===== config.mk =====
export PLATFORM = sky130hd
export DESIGN_NAME = bp_share_arb
export DESIGN_NICKNAME = d
export VERILOG_FILES = /design/src/rtl/bp_share_arb.sv
export SDC_FILE = /design/constraint.sdc
export NUM_CORES = 1
export LEC_CHECK = 0
export CAP_MARGIN = 20
export CORE_AREA = 2 2 71 53
export DETAILED_ROUTE_END_ITERATION = 8
export DIE_AREA = 0 0 73 55
export DONT_BUFFER_PORTS = 1
export GPL_TIMING_DRIVEN = 0
export PLACE_DENSITY = 0.73
export SLEW_MARGIN = 0
export SYNTH_ARGS = -nofsm -noshare
export SYNTH_HDL_FRONTEND = slang
export SYNTH_SLANG_ARGS = --single-unit
export TNS_END_PERCENT = 50

===== constraint.sdc =====
create_clock -name clk -period 4.6 [get_ports clk]
set_input_delay 0.92 -clock clk [delete_from_list [all_inputs] [get_ports clk]]
set_output_delay 0.92 -clock clk [all_outputs]
set_load 0.02 [all_outputs]

===== src/rtl/bp_share_arb.sv =====
// Shares one BP path-solver engine between two clients, one whole job (frame in, moves out) at a time.
// Frame and move paths are combinational; grant, done and err are registered.
module bp_share_arb #(
  parameter int FRAME_LEN = 64,
  parameter int OUT_LEN   = 63,
  parameter int TIMEOUT   = 16
) (
  input  logic        clk,
  input  logic        rst_n,
  input  logic        req0,
  input  logic        req1,
  input  logic        in_valid0,
  input  logic        in_valid1,
  input  logic [2:0]  guy0,
  input  logic [2:0]  guy1,
  input  logic [15:0] map0,
  input  logic [15:0] map1,
  output logic        grant0,
  output logic        grant1,
  output logic        bp_in_valid,
  output logic [2:0]  bp_guy,
  output logic [15:0] bp_map,
  input  logic        bp_out_valid,
  input  logic [1:0]  bp_out,
  output logic        out_valid0,
  output logic        out_valid1,
  output logic [1:0]  out0,
  output logic [1:0]  out1,
  output logic        done0,
  output logic        done1,
  output logic        err0,
  output logic        err1
);

  localparam int RW = $clog2(FRAME_LEN + 1);
  localparam int TW = $clog2(TIMEOUT + 1);
  localparam int MW = $clog2(OUT_LEN + 1) + 1;

  typedef enum logic [1:0] {IDLE, FEED, WAIT, DRAIN} state_t;

  state_t        state_q, state_d;
  logic          gnt_q, gnt_d;
  logic          last_q, last_d;
  logic [1:0]    grant_q, grant_d;
  logic [RW-1:0] row_cnt_q, row_cnt_d;
  logic [TW-1:0] tmo_cnt_q, tmo_cnt_d;
  logic [MW-1:0] mv_cnt_q, mv_cnt_d;
  logic          ferr_q, ferr_d;
  logic [1:0]    done_q, done_d;
  logic [1:0]    err_q, err_d;

  logic          in_valid_g;
  logic [2:0]    guy_g;
  logic [15:0]   map_g;
  logic          sel;
  logic          feeding;
  logic          route;

  always_comb begin
    in_valid_g = gnt_q ? in_valid1 : in_valid0;
    guy_g      = gnt_q ? guy1 : guy0;
    map_g      = gnt_q ? map1 : map0;
  end

  // With both requesting, the client that was not served last wins.
  assign sel = (req0 & req1) ? ~last_q : req1;

  always_comb begin
    state_d   = state_q;
    gnt_d     = gnt_q;
    last_d    = last_q;
    grant_d   = grant_q;
    row_cnt_d = row_cnt_q;
    tmo_cnt_d = tmo_cnt_q;
    mv_cnt_d  = mv_cnt_q;
    ferr_d    = ferr_q;
    done_d    = 2'b00;
    err_d     = 2'b00;
    case (state_q)
      IDLE: begin
        if (req0 | req1) begin
          gnt_d     = sel;
          grant_d   = sel ? 2'b10 : 2'b01;
          row_cnt_d = '0;
          tmo_cnt_d = '0;
          mv_cnt_d  = '0;
          ferr_d    = 1'b0;
          state_d   = FEED;
        end
      end
      FEED: begin
        if (in_valid_g) begin
          row_cnt_d = row_cnt_q + 1'b1;
          if (row_cnt_q == RW'(FRAME_LEN - 1)) begin
            state_d = WAIT;
          end
        end else if (row_cnt_q != '0) begin
          ferr_d  = 1'b1;
          state_d = WAIT;
        end
      end
      WAIT: begin
        tmo_cnt_d = tmo_cnt_q + 1'b1;
        if (bp_out_valid) begin
          mv_cnt_d = MW'(1);
          state_d  = DRAIN;
        end else if (tmo_cnt_q == TW'(TIMEOUT - 1)) begin
          done_d[gnt_q] = 1'b1;
          err_d[gnt_q]  = 1'b1;
          grant_d       = 2'b00;
          last_d        = gnt_q;
          state_d       = IDLE;
        end
      end
      DRAIN: begin
        if (bp_out_valid) begin
          // Saturate so a runaway engine still reads as a wrong count.
          if (mv_cnt_q != '1) begin
            mv_cnt_d = mv_cnt_q + 1'b1;
          end
        end else begin
          done_d[gnt_q] = 1'b1;
          err_d[gnt_q]  = ferr_q | (mv_cnt_q != MW'(OUT_LEN));
          grant_d       = 2'b00;
          last_d        = gnt_q;
          state_d       = IDLE;
        end
      end
      default: state_d = IDLE;
    endcase
  end

  always_ff @(posedge clk or negedge rst_n) begin
    if (!rst_n) begin
      state_q   <= IDLE;
      gnt_q     <= 1'b0;
      last_q    <= 1'b1;
      grant_q   <= 2'b00;
      row_cnt_q <= '0;
      tmo_cnt_q <= '0;
      mv_cnt_q  <= '0;
      ferr_q    <= 1'b0;
      done_q    <= 2'b00;
      err_q     <= 2'b00;
    end else begin
      state_q   <= state_d;
      gnt_q     <= gnt_d;
      last_q    <= last_d;
      grant_q   <= grant_d;
      row_cnt_q <= row_cnt_d;
      tmo_cnt_q <= tmo_cnt_d;
      mv_cnt_q  <= mv_cnt_d;
      ferr_q    <= ferr_d;
      done_q    <= done_d;
      err_q     <= err_d;
    end
  end

  assign feeding     = (state_q == FEED);
  assign bp_in_valid = feeding & in_valid_g;
  assign bp_guy      = feeding ? guy_g : 3'd0;
  assign bp_map      = feeding ? map_g : 16'd0;

  // grant_q is non-zero in every state but IDLE, so it also selects the route.
  assign route      = ((state_q == WAIT) | (state_q == DRAIN)) & bp_out_valid;
  assign out_valid0 = route & grant_q[0];
  assign out_valid1 = route & grant_q[1];
  assign out0       = out_valid0 ? bp_out : 2'd0;
  assign out1       = out_valid1 ? bp_out : 2'd0;

  assign grant0 = grant_q[0];
  assign grant1 = grant_q[1];
  assign done0  = done_q[0];
  assign done1  = done_q[1];
  assign err0   = err_q[0];
  assign err1   = err_q[1];

endmodule


==> impl_metrics.ini <==
[yosys]
netlist_area_um2 = 1920
post_synthesis_area_per_instance_um2 = 9.31
synthDistinctLibCells = 47
ys_seq_area_frac = 0.392
synth.net_count = 258
postSynthCellCount = 206
ys_ff_latch = 30
postSynth.asyncResetShare = 1.00
synth_top_flop_cell = sky130_fd_sc_hd__dfrtp_1
count_of_flip_flops_with_a_built_in_enable_after_synthesis = 0
yosysWarnings = 0

[clock_network]
cts_tree = done
cts_max_path_buffers = 2
tritoncts_num_sinks = 30
cts_hold_buf = 0
post_cts_buffers = 0
post_cts.resized_instances = 0
cts_buffers = 5
ctsHtreeMaxLevel = 2
clk_pin_slew_ns = 0.07
clock_latency_ns = 0.28
clockRootBuffer = sky130_fd_sc_hd__clkbuf_8

[worst_setup_path]
worst_setup_path_start_kind = flop
cp_data_required_time_ns = 3.68
cp_max_fo = 10
worstSetupPathType = reg -> out
crit_path_end_kind = primary output
data_arrival_time_at_the_worst_slack_endpoint_ns = 1.75

[layout]
flow.area_growth_from_synthesis_pct = 7.57
post_layout_nonfiller_instances = 254
post_route_cells_drive_above_1_share = 0.121
filler_cell_count = 274
insertedDiodeCount = 0
final_net_count = 265

[routing]
remaining_drc_errors = 0
wl_um = 4030
first_iter_violations = 105
avgRoutedWirePerCell_um = 15.9
dr_total_vias = 1517
detail_route.first_pass.iterations = 4
vias_per_cell = 5.97
ant_nets = 0

[place]
post-dp-hpwl_um = 3070
place_congestion = 0.807
detailedPlace.worstSlack_ns = 2.18
port_buffers = 0
dpl.cell_count = 246

[floorplanning]
dieArea_um2 = 4020
floorplan.rows = 18
core_area_um2 = 3360
initial_utilization = 0.572
num_io_pins = 79
chipWidth_um = 73
die_h_um = 55

[sta]
setup_clock_skew_after_layout_ns = 0.00389
finalSetupViolations = 0
setup-tns-final_ns = 0
final_period_minus_worst_setup_slack_ns = 2.67
final_slew_violations = 0
fin_crit_sh = 0.580
worst-slew-pin-transition_ns = 0.854
grt_setup_unrepaired = no
max_freq_mhz = 375
slew_headroom = 0.416
hold_viol = 0
final_critical_path_setup_slack_ns = 1.93

[flow_run]
max_cap_viol_count = 0

[global_routing]
grt_max_degree = 31
gr-total-overflow = 0
antenna_found_initial = 0
via_count_of_the_first_global_routing_pass = 1277
wire_length_of_the_first_global_routing_pass_um = 5840
globalRouteTotalUtil = 0.198

[outcome]
run_status = finished, final reports clean

[power_and_ir_drop]
finalPower_mw = 1.25
power.leakage_nw = 0.934
power.ir.vdd_worst_mv = 0.323
total_power_divided_by_cell_area_nw_per_um2 = 607

[min_path]
worstHoldPathType = in -> async
## worst paths after layout
kind	start	to	slack, ns	cells past startpoint
max	state_q[1]	out1[1]	1.93	4
min reg2reg	tmo_cnt_q[3]	tmo_cnt_q[3]	0.47	1
min	rst_n	tmo_cnt_q[1]	0.32	0
min in group clk	tmo_cnt_q[3]	tmo_cnt_q[3]	0.47	1
max in group asynchronous	rst_n	last_q	4.10	0
max reg2reg	tmo_cnt_q[0]	err_q[0]	2.56	5
## report_power, final
group / internal, mW / switching (mW)
Clock: 0.120 / 0.102
Combinational: 0.228 / 0.421
Sequential: 0.324 / 0.0577
Total: 0.671 / 0.581
## cells in the mapped netlist (2+ instances only)
library cell	number	area, um^2
sky130_fd_sc_hd__ha_1	5	62.6
sky130_fd_sc_hd__nand3_1	9	45.0
sky130_fd_sc_hd__o31ai_1	8	60.1
sky130_fd_sc_hd__inv_1	7	26.3
sky130_fd_sc_hd__buf_6	3	33.8
sky130_fd_sc_hd__a32o_1	2	20.0
sky130_fd_sc_hd__a21oi_1	3	15.0
sky130_fd_sc_hd__a31oi_1	5	31.3
sky130_fd_sc_hd__nand2b_1	4	25.0
sky130_fd_sc_hd__buf_2	2	10.0
sky130_fd_sc_hd__o21ai_0	4	20.0
sky130_fd_sc_hd__nor2b_1	2	12.5
sky130_fd_sc_hd__nor2_1	34	128
sky130_fd_sc_hd__nand4_1	2	12.5
sky130_fd_sc_hd__dfrtp_1	29	726
sky130_fd_sc_hd__or4_4	2	22.5
sky130_fd_sc_hd__and3_1	6	37.5
sky130_fd_sc_hd__and2_1	5	31.3
sky130_fd_sc_hd__clkbuf_1	4	15.0
sky130_fd_sc_hd__o21ai_1	4	20.0
sky130_fd_sc_hd__nor4_1	3	18.8
sky130_fd_sc_hd__xnor2_1	3	26.3
sky130_fd_sc_hd__nand2_1	11	41.3
sky130_fd_sc_hd__o22ai_1	2	12.5
sky130_fd_sc_hd__nor3_1	3	15.0
sky130_fd_sc_hd__mux2i_1	22	220
sky130_fd_sc_hd__o41ai_1	2	17.5
## logic make-up after synthesis
| logic type | synth area share |
|---|---|
| AND/OR/NAND/NOR | 0.240 |
| AO/OA/AOI/OAI | 0.141 |
| flip-flops | 0.392 |
| multiplexers | 0.132 |
| buffers and inverters | 0.0483 |
| adder cells (fa/ha/maj) | 0.0326 |
| XOR/XNOR | 0.0137 |
## layer usage
layer	vias to the layer above	GRT usage	wire length [um]
li1	753	-	-
met3	4	0.0670	219
met1	711	0.266	1860
met5	-	0	0
met2	49	0.284	1920
met4	0	0.105	34
## placed cells by master, fill, tap and decap left out, drive strengths merged, types with 5 or more instances in the layout
cell / instances
nor2: 36
dfrtp: 29
mux2i: 23
nand2: 11
nand3: 10
clkbuf: 10
o21ai: 9
o31ai: 8
inv: 7
and3: 6
buf: 6
and2: 5
a31oi: 5
ha: 5
nand2b: 5
## through the flow
stage | util | hold WS [ns] | cell area (um^2)
detailed placement | 0.587 | 0.461 | 1970
CTS | 0.615 | 0.313 | 2060
global placement | 0.587 | 0.452 | 1970
global route | 0.615 | 0.304 | 2060
floorplan | - | 0.443 | 1920
finish | 0.615 | 0.323 | 2060
## critical path: stages, from the launching register on
cell	delay [ns]
sky130_fd_sc_hd__dfrtp_1	0.34
sky130_fd_sc_hd__buf_6	0.13
sky130_fd_sc_hd__clkbuf_1	0.33
sky130_fd_sc_hd__and3_1	0.38
sky130_fd_sc_hd__and2_1	0.29
## state kept, by name, summed over array words and instances, names as in the netlist
register   count
last_q         1
err_q          2
grant_q        2
tmo_cnt_q      5
done_q         2
row_cnt_q      7
ferr_q         1
gnt_q          1
mv_cnt_q       7
state_q        2
## layout make-up
type	count	area (um^2)	share of cell area
flip-flops and latches	30	752	0.364
clock inverters	2	12.5	0.00606
clock buffers	6	82.6	0.0400
plain buffers	10	66.3	0.0321
multi-input cells	159	1070	0.520
well taps	40	50.0	0.0243
inverters	7	26.3	0.0127
No activity file was read; power rests on OpenSTA's default activity.
